`src/rtl/soc_spi_sram_pkg.sv`:
```
// ---------------------------------------------------------------------------
// soc_spi_sram_pkg
// Shared definitions for the SPI SRAM controller:
//   - 23LC-style SPI opcodes
//   - controller FSM state encoding
//   - frame-length constants and helpers
// ---------------------------------------------------------------------------
package soc_spi_sram_pkg;

    localparam logic [7:0] SPI_OP_READ  = 8'h03;
    localparam logic [7:0] SPI_OP_WRITE = 8'h02;

    // Frame pieces, in bits
    localparam int SPI_CMD_BITS  = 8;
    localparam int SPI_WORD_BITS = 32;

    typedef enum logic [1:0] {
        ST_IDLE  = 2'd0,
        ST_SHIFT = 2'd1,
        ST_DONE  = 2'd2
    } state_e;

    // Total frame length: opcode + address + payload bytes
    function automatic int frame_bits(input int addr_bytes, input int data_bytes);
        return 8 * (1 + addr_bytes + data_bytes);
    endfunction

    // Reverse byte order of a 32-bit word
    function automatic logic [31:0] bswap32(input logic [31:0] w);
        return {w[7:0], w[15:8], w[23:16], w[31:24]};
    endfunction

endpackage

```
`src/rtl/soc_spi_sram_ctrl_wmask_span.sv`:
```
// ---------------------------------------------------------------------------
// soc_wmask_span
// Combinational: reduces a 4-bit byte-enable mask to the contiguous span
// that covers every enabled lane.
//   wmask_i : byte enables (lane 0 = bits [7:0])
//   start_o : index of the lowest enabled lane (0 when mask is empty)
//   len_o   : highest enabled index - start + 1 (0 when mask is empty)
// Holes inside the span are counted as part of it.
// ---------------------------------------------------------------------------
module soc_wmask_span
    import soc_spi_sram_pkg::*;
(
    input  logic [3:0] wmask_i,
    output logic [1:0] start_o,
    output logic [2:0] len_o
);

    logic [1:0] last_idx;
    logic       found;

    always_comb begin
        start_o  = 2'd0;
        last_idx = 2'd0;
        found    = 1'b0;
        for (int i = 0; i < 4; i++) begin
            if (wmask_i[i]) begin
                if (!found) begin
                    start_o = 2'(i);
                end
                found    = 1'b1;
                last_idx = 2'(i);
            end
        end
        len_o = found ? (3'(last_idx) - 3'(start_o) + 3'd1) : 3'd0;
    end

endmodule

```
`src/rtl/soc_spi_sram_ctrl.sv`:
```
// ---------------------------------------------------------------------------
// soc_spi_sram_ctrl
// Serialises single-master word-addressed SRAM requests into SPI mode-0
// frames for a 23LC-style serial SRAM.
//
// Ports:
//   clk             system clock (SPI clock is clk/2)
//   i_rst_n         synchronous active-low reset
//   sram_addr       word address; byte address = {addr[8*AB-3:0],2'b00}
//   sram_data_write write data, little-endian lanes
//   sram_we         1 = write, 0 = read
//   sram_cs         request valid, held until sram_ack
//   sram_wmask      write byte enables
//   sram_data_read  read data, valid at ack, held until next read completes
//   sram_ack        one-cycle completion pulse
//   spi_cs_n        SRAM chip select (active low)
//   spi_sck         SPI clock, idle low
//   spi_mosi        serial out, MSB first
//   spi_miso        serial in
// ---------------------------------------------------------------------------
module soc_spi_sram_ctrl
    import soc_spi_sram_pkg::*;
#(
    parameter int ADDR_BYTES = 3
) (
    input  logic        clk,
    input  logic        i_rst_n,
    input  logic [31:0] sram_addr,
    input  logic [31:0] sram_data_write,
    input  logic        sram_we,
    input  logic        sram_cs,
    input  logic [3:0]  sram_wmask,
    output logic [31:0] sram_data_read,
    output logic        sram_ack,
    output logic        spi_cs_n,
    output logic        spi_sck,
    output logic        spi_mosi,
    input  logic        spi_miso
);

    localparam int AW = 8 * ADDR_BYTES;
    localparam int FW = frame_bits(ADDR_BYTES, SPI_WORD_BITS / 8);
    localparam int CW = $clog2(FW + 1);

    // -----------------------------------------------------------------------
    // Write span decode
    // -----------------------------------------------------------------------
    logic [1:0] span_start;
    logic [2:0] span_len;

    soc_wmask_span u_span (
        .wmask_i (sram_wmask),
        .start_o (span_start),
        .len_o   (span_len)
    );

    // -----------------------------------------------------------------------
    // Frame construction from the live request. The frame is left-aligned
    // in a full-length vector; shorter write frames simply stop early.
    // -----------------------------------------------------------------------
    logic [AW-1:0] byte_addr;
    logic [31:0]   wr_payload;
    logic [FW-1:0] frame_d;
    logic [CW-1:0] last_bit_d;
    logic          empty_write_d;

    always_comb begin
        byte_addr     = {sram_addr[AW-3:0], 2'b00};
        // Shift lane s down to [7:0] then byte-swap so it leaves first.
        wr_payload    = bswap32(sram_data_write >> {span_start, 3'b000});
        empty_write_d = sram_we && (sram_wmask == 4'b0000);
        if (sram_we) begin
            frame_d    = {SPI_OP_WRITE, byte_addr + AW'(span_start), wr_payload};
            last_bit_d = CW'(frame_bits(ADDR_BYTES, int'(span_len)) - 1);
        end else begin
            frame_d    = {SPI_OP_READ, byte_addr, 32'h0000_0000};
            last_bit_d = CW'(FW - 1);
        end
    end

    // Upper address bits are deliberately ignored.
    logic unused_addr_bits;
    assign unused_addr_bits = ^sram_addr[31:AW-2];

    // -----------------------------------------------------------------------
    // Controller FSM with registered outputs
    // -----------------------------------------------------------------------
    state_e        state_q;
    logic [FW-1:0] tx_q;       // bits still to send, next one at MSB
    logic [31:0]   rx_q;       // received bits, oldest at MSB
    logic [CW-1:0] cnt_q;      // bits remaining after the current one
    logic          phase_q;    // 0 = sck low phase, 1 = sck high phase
    logic          we_q;
    logic          spi_cs_n_q;
    logic          spi_sck_q;
    logic          spi_mosi_q;
    logic          ack_q;
    logic [31:0]   rdata_q;

    logic [31:0]   rx_d;
    assign rx_d = {rx_q[30:0], spi_miso};

    always_ff @(posedge clk) begin
        if (!i_rst_n) begin
            state_q    <= ST_IDLE;
            tx_q       <= '0;
            rx_q       <= '0;
            cnt_q      <= '0;
            phase_q    <= 1'b0;
            we_q       <= 1'b0;
            spi_cs_n_q <= 1'b1;
            spi_sck_q  <= 1'b0;
            spi_mosi_q <= 1'b0;
            ack_q      <= 1'b0;
            rdata_q    <= '0;
        end else begin
            case (state_q)
                ST_IDLE: begin
                    ack_q <= 1'b0;
                    if (sram_cs) begin
                        we_q <= sram_we;
                        if (empty_write_d) begin
                            // Nothing to write: complete without touching SPI.
                            state_q <= ST_DONE;
                            ack_q   <= 1'b1;
                        end else begin
                            state_q    <= ST_SHIFT;
                            spi_cs_n_q <= 1'b0;
                            spi_sck_q  <= 1'b0;
                            phase_q    <= 1'b0;
                            spi_mosi_q <= frame_d[FW-1];
                            tx_q       <= {frame_d[FW-2:0], 1'b0};
                            cnt_q      <= last_bit_d;
                        end
                    end
                end

                ST_SHIFT: begin
                    if (!phase_q) begin
                        phase_q   <= 1'b1;
                        spi_sck_q <= 1'b1;
                    end else begin
                        // End of high phase: sample MISO, drop SCK.
                        phase_q   <= 1'b0;
                        spi_sck_q <= 1'b0;
                        rx_q      <= rx_d;
                        if (cnt_q == '0) begin
                            state_q    <= ST_DONE;
                            spi_cs_n_q <= 1'b1;
                            spi_mosi_q <= 1'b0;
                            ack_q      <= 1'b1;
                            // The last 32 received bits are the data bytes,
                            // first byte belonging in [7:0].
                            if (!we_q) begin
                                rdata_q <= bswap32(rx_d);
                            end
                        end else begin
                            cnt_q      <= cnt_q - 1'b1;
                            spi_mosi_q <= tx_q[FW-1];
                            tx_q       <= {tx_q[FW-2:0], 1'b0};
                        end
                    end
                end

                ST_DONE: begin
                    // Request is still held high here; never re-accept it.
                    ack_q   <= 1'b0;
                    state_q <= ST_IDLE;
                end

                default: begin
                    state_q <= ST_IDLE;
                end
            endcase
        end
    end

    assign sram_data_read = rdata_q;
    assign sram_ack       = ack_q;
    assign spi_cs_n       = spi_cs_n_q;
    assign spi_sck        = spi_sck_q;
    assign spi_mosi       = spi_mosi_q;

endmodule

```
`config.mk`:
```
export PLATFORM = sky130hd
export DESIGN_NAME = soc_spi_sram_ctrl
export DESIGN_NICKNAME = d
export VERILOG_FILES = /design/src/rtl/soc_spi_sram_pkg.sv /design/src/rtl/soc_spi_sram_ctrl_wmask_span.sv /design/src/rtl/soc_spi_sram_ctrl.sv
export SDC_FILE = /design/constraint.sdc
export NUM_CORES = 1
export LEC_CHECK = 0
export ABC_AREA = 0
export BUFFER_PORTS_ARGS = -buffer_cell sky130_fd_sc_hd__buf_2
export CORE_MARGIN = 4
export CORE_UTILIZATION = 51
export DETAILED_ROUTE_END_ITERATION = 12
export PLACE_DENSITY = 0.8
export SYNTH_ARGS = -nofsm -noshare
export SYNTH_HDL_FRONTEND = slang
export SYNTH_SLANG_ARGS = --single-unit
```
`constraint.sdc`:
```
create_clock -name clk -period 2.9 [get_ports clk]
set_input_delay 0.58 -clock clk [delete_from_list [all_inputs] [get_ports clk]]
set_output_delay 0.58 -clock clk [all_outputs]
set_load 0.05 [all_outputs]
```
**Word-level counts from Yosys, hierarchy flattened**

Cells that the tools add are included.

- Output and inout port bits: 36
- Input bits: 73
- Word-level logic and storage cells: 86
- Bits in registers: 141

- Add/sub/neg operators: 6
- Reductions and logical operators: 15
- Bitwise operators: 1
- Mux-type cells: 46
- Equality and inequality tests: 7
- Shift-type cells: 1

Operators with widths:

| kind | count |
|---|---|
| 2-to-1 mux 64 bit | 4 |
| one-hot mux 64 bit (2 select lines) | 1 |
| 2-to-1 mux 57 bit | 1 |
| 2-to-1 mux 7 bit | 5 |
| >> shifter 32 x 5 -> 32 bit | 1 |
| adder 24 x 2 -> 24 bit | 1 |
| 2-to-1 mux 2 bit | 11 |
| 2-to-1 mux 1 bit | 17 |
| one-hot mux 7 bit (2 select lines) | 1 |
| subtractor 7 x 1 -> 7 bit, second input constant | 2 |
| != test 2 bit, second input constant | 5 |
| AND reduction 5 bit | 2 |
| AND reduction 3 bit | 3 |
| AND reduction 4 bit | 2 |
| logical NOT 7 bit | 1 |
| one-hot mux 1 bit (2 select lines) | 3 |
| adder 3 x 3 -> 4 bit, first input constant | 1 |
| logical NOT 4 bit | 1 |
| one-hot mux 2 bit (2 select lines) | 1 |
| AND reduction 2 bit | 2 |
| adder 3 x 1 -> 3 bit, second input constant | 1 |
| 2-to-1 mux 3 bit | 1 |
| one-hot mux 1 bit (3 select lines) | 1 |
| nonzero test 3 bit | 1 |
| 7 further kinds | 7 |

**Depth between registers and ports, before layout**

Gate-level depths: netlist of run 1.

- Depth in word-level cells: 16
- Gate-level depth with buffers: 12
- Depth with buffers taken out: 11

**Modules after synthesis**

Synthesis of run 1 repeated with hierarchy kept, for this count alone.

- Cells, all modules: 738
- Area, all modules: 6,262.3 um2

By module, submodules not included:

| module | seq. area each (um2) | times used | cells each | area an instance (um2) |
|---|---|---|---|---|
| soc_spi_sram_ctrl | 2,802.7 | 1 | 722 | 6,139.6 |
| soc_wmask_span | 0.0 | 1 | 16 | 122.6 |

**Worst setup path before layout of run 1**

No wires, ideal clock.

- Path kind: input port to flip-flop
- Start point: in sram_wmask[2]
- End point: reg cnt_q[5]
- Slack: 142 ps
- Required time: 2,780 ps
- Cell stages on the path: 12
- Setup time: 120 ps
- Buffers on the path: 3
- Arrival time: 2,639 ps
- Cell sequence: clkbuf_1 nor2b_1 o21bai_1 clkbuf_1 clkbuf_1 ha_1 ha_1 nand2_1 ha_1 xnor2_1 a211oi_1 o31a_1

- Word-level cells in the longest chain between the ends: 12
- Elaborated cells on any way between the ends: 20
- Those cells by class: add/sub: 4; eq/ne: 1; mux: 12; reduce/logical: 3

RTL lines:

| element | RTL line | RTL |
|---|---|---|
| start, declared | soc_spi_sram_ctrl.sv:32 | `input logic [3:0] sram_wmask,` |
| 2-to-1 mux 2 bit / 2-to-1 mux 1 bit (equally long branches) | soc_spi_sram_ctrl_wmask_span.sv:26 | `if (wmask_i[i]) begin` |
| 2-to-1 mux 2 bit | soc_spi_sram_ctrl_wmask_span.sv:27 | `if (!found) begin` |
| 2-to-1 mux 2 bit | soc_spi_sram_ctrl_wmask_span.sv:26 |  |
| subtractor 2 x 2 -> 3 bit | soc_spi_sram_ctrl_wmask_span.sv:34 | `len_o = found ? (3'(last_idx) - 3'(start_o) + 3'd1) : 3'd0;` |
| adder 3 x 1 -> 3 bit | soc_spi_sram_ctrl_wmask_span.sv:34 |  |
| 2-to-1 mux 3 bit | soc_spi_sram_ctrl_wmask_span.sv:34 |  |
| adder 3 x 3 -> 4 bit | soc_spi_sram_pkg.sv:25 | `return 8 * (1 + addr_bytes + data_bytes);` |
| subtractor 7 x 1 -> 7 bit | soc_spi_sram_ctrl.sv:74 | `last_bit_d = CW'(frame_bits(ADDR_BYTES, int'(span_len)) - 1);` |
| 2-to-1 mux 7 bit | soc_spi_sram_ctrl.sv:72 | `if (sram_we) begin` |
| 2-to-1 mux 7 bit | soc_spi_sram_ctrl.sv:122 | `if (empty_write_d) begin` |
| 2-to-1 mux 7 bit | soc_spi_sram_ctrl.sv:120 | `if (sram_cs) begin` |
| one-hot mux 7 bit (2 select lines) | soc_spi_sram_ctrl.sv:117 | `case (state_q)` |
| end signal, assigned | soc_spi_sram_ctrl.sv:133 | `cnt_q <= last_bit_d;` |
| end signal, assigned | soc_spi_sram_ctrl.sv:158 | `cnt_q <= cnt_q - 1'b1;` |
| end, declared | soc_spi_sram_ctrl.sv:91 | `logic [CW-1:0] cnt_q;` |

Parallel ways exist; a longest one is shown, timed or not. The select of a mux whose other input is x is not followed.
A chain may end at the register's enable or synchronous reset.

**Worst setup path in the final report of run 1**

- Start point: reg state_q[1]
- End point: reg rdata_q[22] (netlist: sram_data_read[22])

- Word-level cells in the longest chain between the ends: 2

RTL lines:

| element | RTL line | RTL |
|---|---|---|
| start, declared | soc_spi_sram_ctrl.sv:88 | `state_e state_q;` |
| start signal, assigned | soc_spi_sram_ctrl.sv:105 | `state_q <= ST_IDLE;` |
| start signal, assigned | soc_spi_sram_ctrl.sv:124 | `state_q <= ST_DONE;` |
| start signal, assigned | soc_spi_sram_ctrl.sv:127 | `state_q <= ST_SHIFT;` |
| == test 2 x 1 -> 1 bit | soc_spi_sram_ctrl.sv:117 |  |
| AND reduction 4 bit (no source line) | - |  |
| end signal, assigned | soc_spi_sram_ctrl.sv:155 | `rdata_q <= bswap32(rx_d);` |
| end, declared | soc_spi_sram_ctrl.sv:98 | `logic [31:0] rdata_q;` |

Every way passes these cells.

==> out/metrics.yaml, run 1 <==
status: "completed"
clockBufferDepth: 2
grt_max_degree: 79
die_w_um: 120
cts_root_buf: "clkbuf_16"
rsz0062_at_grt: "no"
critPathTopFamily: "simple AND/OR/NAND/NOR gates"
io_pins: 109
cts.sinks: 140
via_per_inst: 5.55
synth-edff-count: 0
grt_usage_pct: 20.5
criticalPathCategory: "reg2reg"
hp-class: "in2reg"
start_util_pct: 52.6
finalHoldViolations: 0
synth.avg_cell_area_um2: 8.43
crit_fanout: 64
required_ps: 3200
cts_tree: "done"
crit_path_start_kind: "register"
maxSlewHeadroom_pct: 28.7
mappedNetlistNets: 841
yosys_warnings: 0
slew_violations: 0
rows: 40
final_cell_mix: "195 x nand2_1, 140 x dfxtp_1, 97 x buf_2, 61 x a21boi_0, 59 x o21ai_0"
cp_common_cell: "nand2_1"
dieArea_mm2: 0.0144
worstPathCellList: "inv_1 -> ha_2 -> buf_6 -> nand2_1 -> or3_1 -> nand2_1 -> a21boi_0"
clk_pin_slew_ps: 60
maxCapViolCount: 0
async_flop_share_pct: 0
final_util_pct: 62.2
fin_total_pwr_w: 0.00539
final_common_cell: "nand2_1"
antenna-diode-count: 0
grt_pass1_wl_um: 24300
gp_congestion: 0.923
drc_errors: 0
routedWlPerCell_um: 14.6
drt_iter0_markers: 430
ys_seq_elements: 140
min_period_over_period_pct: 88.6
peakVddDrop_v: 0.000457
first_global_vias: 5208
nets: 912
power.leakage_nw: 3.08
max_freq_ghz: 0.389
fin_hold_ws_ps: 428
io_buffers: 98
areaGrowthSynthToFinish_pct: 18.3
grt_antenna_before_repair: 0
die_h_um: 120
drt_pass1_iterations: 5
synth_area_mm2: 0.00640
setup_viol: 0
cp_num_buf_inv: 2
fin_worst_skew_ps: 14.7
fin_crit_ps: 2570
ff2ff_setup_slack_ps: 330
fill_cells: 1099
ys_seq_area_share_pct: 43.8
post-dp-hpwl_um: 9420
worst_pin_slew_ps: 1070
post_cts_buffers: 0
final.setup.tns_ps: 0
ys.flop_type: "dfxtp_1"
gr-total-overflow: 0
num_vias: 5612
ys_types: 49
drive_gt1_share_pct: 20.5
arrival_ps: 2870
postRouteAntennaNets: 0
slowest_delay_ps: 800
core_mm2: 0.0122
p_per_area_mw_per_mm2: 712
critical_path.slowest_cell: "or3_1"
clkLatencyLatePin_ps: 420
syn_inst: 759
cts_max_level: 4
crit_path_end_kind: "register"
wl_um: 14700
numCtsBuffers: 17
-- flip-flops by register name (all words and copies together) (netlist names) --
signal,flops
state_q,2
spi_mosi,1
we_q,1
spi_sck,1
cnt_q,7
spi_cs_n,1
sram_ack,1
tx_q,63
sram_data_read,32
rx_q,31
-- path summary, 6_finish.rpt --
kind	from	end	depth (start not counted)
worst max-delay path	state_q[1]	sram_data_read[22]	7
worst min register to register	sram_data_read[7]	sram_data_read[7]	2
worst min-delay path	spi_miso	sram_data_read[24]	3
worst max register to register	state_q[1]	sram_data_read[22]	7
-- cells by family after synthesis --
kind of cell / share of synthesized area [%]
buf+inv: 4.87
simple gates: 15.1
compound gates: 28.6
fa+ha+maj: 1.76
xor+xnor: 0.548
mux: 5.32
flops: 43.8
-- cell usage after synthesis (9+ instances only) --
cell | number | share of area [%]
o211a_1 | 24 | 3.8
nand2_1 | 195 | 11
a31oi_1 | 11 | 1.1
a21oi_1 | 44 | 3.4
o31a_1 | 9 | 1.2
a21boi_0 | 61 | 7.2
clkbuf_1 | 47 | 2.8
o22ai_1 | 9 | 0.88
o221a_2 | 10 | 1.8
o21ai_0 | 59 | 4.6
mux2i_1 | 25 | 3.9
ha_1 | 9 | 1.8
inv_1 | 10 | 0.59
nor2_1 | 17 | 1.0
buf_2 | 9 | 0.70
dfxtp_1 | 140 | 44
-- what timing repair did --
item	4_1_cts	5_1_grt
gates resized for setup	0	1
setup endpoints to repair	0	32
hold buffers	0	0
endpoints found under the hold margin	0	0
-- where the power goes --
| group | switching (W) | internal, W | total, W | leakage [nW] |
|---|---|---|---|---|
| clock network | 0.000868 | 0.00122 | 0.00209 | 0.277 |
| logic | 0.000612 | 0.000429 | 0.00104 | 1.66 |
| registers | 0.000125 | 0.00213 | 0.00226 | 1.14 |
| total | 0.00161 | 0.00379 | 0.00539 | 3.08 |
-- per-stage QoR --
| stage | instance area (um2) | cells | worst slack (ps) |
|---|---|---|---|
| 6_report | 7570 | 1011 | 331 |
| 3_3_place_gp | 6980 | 978 | 240 |
| 4_1_cts | 7560 | 1010 | 157 |
| 2_1_floorplan | 6400 | 759 | 142 |
| 5_1_grt | 7570 | 1011 | 92.6 |
| 3_5_place_dp | 6980 | 978 | 223 |
-- tightest hold or removal path, delay by kind of cell --
family          cells  cell delay, ps
simple gates        1              60
buf+inv             1             100
compound gates      1              60
-- final cells by class --
| type | instances | area (um2) | area share (%) |
|---|---|---|---|
| clock buffer | 19 | 443 | 5.85 |
| clock inverter | 13 | 131 | 1.74 |
| inverter | 10 | 37.5 | 0.496 |
| multi-input combinational | 548 | 3310 | 43.7 |
| sequential | 140 | 2800 | 37.0 |
| tap | 168 | 210 | 2.78 |
| timing repair buffer | 113 | 634 | 8.38 |
-- routing by layer --
layer  vias up  track usage [%]  routed length [um]
met1      2600             26.3                6740
met5         -                0                   0
li1       2833                -                   -
met2       157             32.2                6830
met3        22             6.36                 915
met4         0             7.95                 249
(Power assumes the default switching activity.)
==> inputs of run 2 (changes only) <==
--- a/config.mk
+++ b/config.mk
@@ -8,9 +8,9 @@
 export ABC_AREA = 0
 export BUFFER_PORTS_ARGS = -buffer_cell sky130_fd_sc_hd__buf_2
 export CORE_MARGIN = 4
-export CORE_UTILIZATION = 51
+export CORE_UTILIZATION = 56
 export DETAILED_ROUTE_END_ITERATION = 12
-export PLACE_DENSITY = 0.8
+export PLACE_DENSITY = 0.84
 export SYNTH_ARGS = -nofsm -noshare
 export SYNTH_HDL_FRONTEND = slang
 export SYNTH_SLANG_ARGS = --single-unit
==> constraint.sdc (replaced) <==
create_clock -name clk -period 2.6 [get_ports clk]
set_input_delay 0.52 -clock clk [delete_from_list [all_inputs] [get_ports clk]]
set_output_delay 0.52 -clock clk [all_outputs]
set_load 0.05 [all_outputs]
==> run 2 against run 1 <==
Effect of this change:
- clock power increased by 15%
- sequential power rose by 12%
- critical path depth up 2
- cell area is 0.18% higher
- highest routed layer unchanged
==> out/metrics.yaml, run 2 (synthesized netlist as in run 1, its figures left out) <==
slew_violations: 0
min_period_over_period_pct: 92.1
fin_worst_skew_ps: 7.30
worstPathCellList: "inv_1 -> ha_2 -> buf_6 -> inv_1 -> nand2_1 -> nor2_1 -> buf_4 -> a32oi_1 -> a21oi_1"
arrival_ps: 2640
gr-total-overflow: 0
maxCapViolCount: 0
post-dp-hpwl_um: 9700
worst_pin_slew_ps: 1050
status: "completed"
die_w_um: 115
hp-class: "in2reg"
criticalPathCategory: "reg2reg"
cp_common_cell: "inv_1"
cts_root_buf: "clkbuf_16"
rows: 38
finalHoldViolations: 0
gp_congestion: 0.847
nets: 916
postRouteAntennaNets: 0
clkLatencyLatePin_ps: 410
required_ps: 2850
crit_fanout: 64
cts_tree: "done"
regMostFlops: "tx_q"
drt_pass1_iterations: 5
via_per_inst: 5.91
maxSlewHeadroom_pct: 29.7
cts.sinks: 140
fin_crit_ps: 2400
max_freq_ghz: 0.417
rsz0062_at_grt: "no"
crit_path_end_kind: "register"
final.setup.tns_ps: 0
grt_usage_pct: 22.9
cts_max_level: 4
grt_pass1_wl_um: 24900
p_per_area_mw_per_mm2: 807
dieArea_mm2: 0.0132
start_util_pct: 58.0
clockBufferDepth: 2
areaGrowthSynthToFinish_pct: 18.5
grt_max_degree: 87
critical_path.slowest_cell: "buf_6"
core_mm2: 0.0110
antenna-diode-count: 0
die_h_um: 115
final_area_mm2: 0.00758
peakVddDrop_v: 0.000669
ff_latch_area_mm2: 0.00280
io_pins: 109
num_vias: 5825
routedWlPerCell_um: 15.3
setup_viol: 0
final_common_cell: "nand2_1"
power.leakage_nw: 3.11
first_global_vias: 5423
drive_gt1_share_pct: 20.9
critPathTopFamily: "buffers and inverters"
final_cell_mix: "195 x nand2_1, 140 x dfxtp_1, 97 x buf_2, 61 x a21boi_0, 59 x o21ai_0"
numCtsBuffers: 17
clk_pin_slew_ps: 60
io_buffers: 98
crit_path_start_kind: "register"
fill_cells: 867
place_area_mm2: 0.00698
slowest_delay_ps: 490
multi_input_area_mm2: 0.00331
drt_iter0_markers: 546
grt_antenna_before_repair: 0
wl_um: 15100
ctsHoldBuffers: 0
largest_reg_flops: 63
cp_num_buf_inv: 4
drc_errors: 0
==> run 2: cell types whose count changed in the layout (fill, tap and decap cells not counted), moves of 3 or more <==
cell / delta
inv_6: -3
clkinv_2: +3
clkbuf_8: +3
buf_4: +4
clkinv_4: -3
==> run 2: worst register-to-register path: stages, from the launching register on <==
cell and delay (ps):
dfxtp_1 340, inv_1 80, ha_2 280, buf_6 490
inv_1 290, nand2_1 200, nor2_1 60, buf_4 190
a32oi_1 210, a21oi_1 90
==> run 2: metrics by stage <==
stage          hold WS [ps]  worst slack [ps]  std cells  util (%)  total power, W
4_1_cts                 360              18.0        985      68.6         0.00613
3_5_place_dp            443              7.05        954      63.2         0.00372
2_1_floorplan           431              73.2        759         -         0.00343
3_3_place_gp            438               100        954      63.2         0.00364
5_1_grt                 401              38.8        986      68.7         0.00641
6_report                379               204        986      68.7         0.00612
==> run 2: timing repair <==
| action | 4_1_cts | 5_1_grt |
|---|---|---|
| buffers inserted | 0 | 0 |
| gates resized for setup | 0 | 1 |
| setup endpoints to repair | 0 | 60 |
==> run 2: path summary, 6_finish.rpt <==
kind | slack, ps | from | depth (start not counted) | to
setup / recovery | 200 | state_q[1] | 9 | tx_q[2]
hold / removal | 380 | spi_miso | 3 | sram_data_read[24]
setup reg to reg | 200 | state_q[1] | 9 | tx_q[2]
hold reg to reg | 450 | sram_data_read[8] | 2 | sram_data_read[8]
==> run 2: area by class of cell <==
cell class / instances / share of cell area, %
flip-flops and latches: 140 / 37.0
clock inverters: 10 / 1.49
multi-input cells: 548 / 43.6
inverters: 10 / 0.495
well taps: 140 / 2.31
repair buffers: 117 / 8.76
clock buffers: 21 / 6.34
==> run 2: layer usage <==
layer	vias to the layer above	track usage, %	part of all wire [%]
li1	2837	-	-
met1	2717	28.6	42
met2	237	38.1	49
met3	34	6.63	7.4
met4	0	7.67	2.2
met5	-	0	0
==> run 2: power by group <==
part	switching (W)	internal [W]	total, W	leakage, nW
logic	0.000699	0.000492	0.00119	1.68
registers	0.000145	0.00238	0.00253	1.14
clock network	0.000892	0.00151	0.00240	0.292
==> inputs of run 3 (changes only) <==
--- a/config.mk
+++ b/config.mk
@@ -8,9 +8,10 @@
 export ABC_AREA = 0
 export BUFFER_PORTS_ARGS = -buffer_cell sky130_fd_sc_hd__buf_2
 export CORE_MARGIN = 4
-export CORE_UTILIZATION = 56
+export CORE_UTILIZATION = 58
+export CTS_BUF_LIST = sky130_fd_sc_hd__clkbuf_4
 export DETAILED_ROUTE_END_ITERATION = 12
-export PLACE_DENSITY = 0.84
+export PLACE_DENSITY = 0.82
 export SYNTH_ARGS = -nofsm -noshare
 export SYNTH_HDL_FRONTEND = slang
 export SYNTH_SLANG_ARGS = --single-unit
==> run 3 against run 2 <==
Effect of this change:
- cell area fell by 4.1%
- largest cell class unchanged
- via count is 1.3% lower
- routed wire length decreased by 2.6%
- die area decreased by 3.2%
- global-route usage up 0.36 points
- critical endpoint is now sram_data_read[31]
- critical path depth decreased by 1
- sequential share of layout area increased by 1.6 points
- clock skew up 12 ps
- clock power fell by 40%
- flip-flop and latch count stayed put
- combinational power about the same
==> out/metrics.yaml, run 3 (synthesized netlist as in run 1, its figures left out) <==
core_mm2: 0.0108
first_global_vias: 5465
reg2reg_from: "state_q[0]"
setup_viol: 0
via_per_inst: 5.85
drive_gt1_share_pct: 20.6
grt_max_degree: 90
cts.sinks: 140
drt_iter0_markers: 475
cts_max_level: 4
areaGrowthSynthToFinish_pct: 13.6
final_cell_mix: "195 x nand2_1, 140 x dfxtp_1, 97 x buf_2, 61 x a21boi_0, 59 x o21ai_0"
drt_pass1_iterations: 6
rr_worst_depth: 8
io_pins: 109
cts_root_buf: "clkbuf_4"
rr_endpoint: "sram_data_read[31]"
ff2ff_setup_slack_ps: 210
fill_cells: 907
postRouteAntennaNets: 0
rsz0062_at_grt: "no"
regMostFlops: "tx_q"
crit_start: "state_q[0]"
start_util_pct: 59.0
required_ps: 3080
grt_antenna_before_repair: 0
maxSlewHeadroom_pct: 22.5
post-dp-hpwl_um: 9780
arrival_ps: 2860
final_util_pct: 67.1
min-delay-start: "spi_miso"
grt_pass1_wl_um: 24600
gr-total-overflow: 0
final_area_mm2: 0.00727
p_per_area_mw_per_mm2: 707
largest_reg_flops: 63
clockBufferDepth: 2
die_w_um: 113
worst_pin_slew_ps: 1160
clk_pin_slew_ps: 110
routedWlPerCell_um: 14.9
holdPathEnd: "sram_data_read[24]"
crit_fanout: 37
whs_path_depth: 3
crit_path_start_kind: "register"
place_area_mm2: 0.00697
io_buffers: 98
wl_um: 14700
fin_worst_skew_ps: 19.0
nets: 914
criticalPathCategory: "reg2reg"
drc_errors: 0
clkLatencyLatePin_ps: 560
maxCapViolCount: 0
numCtsBuffers: 17
fin_crit_ps: 2390
num_vias: 5752
max_freq_ghz: 0.419
final.setup.tns_ps: 0
min_period_over_period_pct: 91.9
die_h_um: 113
final_common_cell: "nand2_1"
antenna-diode-count: 0
finalHoldViolations: 0
slew_violations: 0
crit_path_end_kind: "register"
dieArea_mm2: 0.0128
peakVddDrop_v: 0.000759
power.leakage_nw: 2.96
gp_congestion: 0.836
status: "completed"
rows: 38
hp-class: "in2reg"
grt_usage_pct: 23.3
cts_tree: "done"
-- run 3: worst max-delay path by stage --
stage	to	slack, ps
6_report	sram_data_read[31]	210
5_1_grt	sram_data_read[10]	6
4_1_cts	tx_q[38]	100
3_5_place_dp	sram_data_read[15]	150
3_3_place_gp	tx_q[33]	190
2_1_floorplan	cnt_q[5]	70
-- run 3: what timing repair did --
action / 4_1_cts / 5_1_grt
setup endpoints to repair: 0 / 40
setup buffers: 0 / 0
resized for setup: 0 / 1
hold buffers: 0 / 0
-- run 3: layout make-up --
class | count | area (um2) | area share (%)
Clock buffer | 18 | 135 | 1.86
Clock inverter | 13 | 151 | 2.08
Inverter | 10 | 37.5 | 0.516
Multi-Input combinational cell | 548 | 3310 | 45.5
Sequential cell | 140 | 2800 | 38.5
Tap cell | 140 | 175 | 2.41
Timing Repair Buffer | 115 | 658 | 9.05
-- run 3: metrics by stage --
step	setup WS [ps]	instances	hold WS [ps]	power [W]
2_1_floorplan	73.2	759	431	0.00343
3_3_place_gp	186	952	438	0.00365
3_5_place_dp	152	952	450	0.00371
4_1_cts	99.7	983	184	0.00514
5_1_grt	5.69	984	205	0.00542
6_report	212	984	211	0.00514
-- run 3: per-layer routing --
metal	vias up	part of all wire [%]	GRT usage [%]
li1	2832	-	-
met1	2659	42	28.6
met2	232	48	38.0
met3	29	8.1	6.47
met4	0	2.1	10.7
met5	-	0	0
-- run 3: worst max-delay path: stages, from the launching register on --
cell and delay (ps):
dfxtp_1 410, ha_2 290, buf_4 390, nand2_1 120, buf_4 260, nor3_2 190, buf_4 340, nand2_1 140
a21boi_0 170
-- run 3: where the power goes --
| part | switching, W | internal (W) | leakage (nW) |
|---|---|---|---|
| Combinational | 0.000689 | 0.000493 | 1.67 |
| Sequential | 0.000147 | 0.00238 | 1.14 |
| Clock | 0.000777 | 0.000659 | 0.145 |
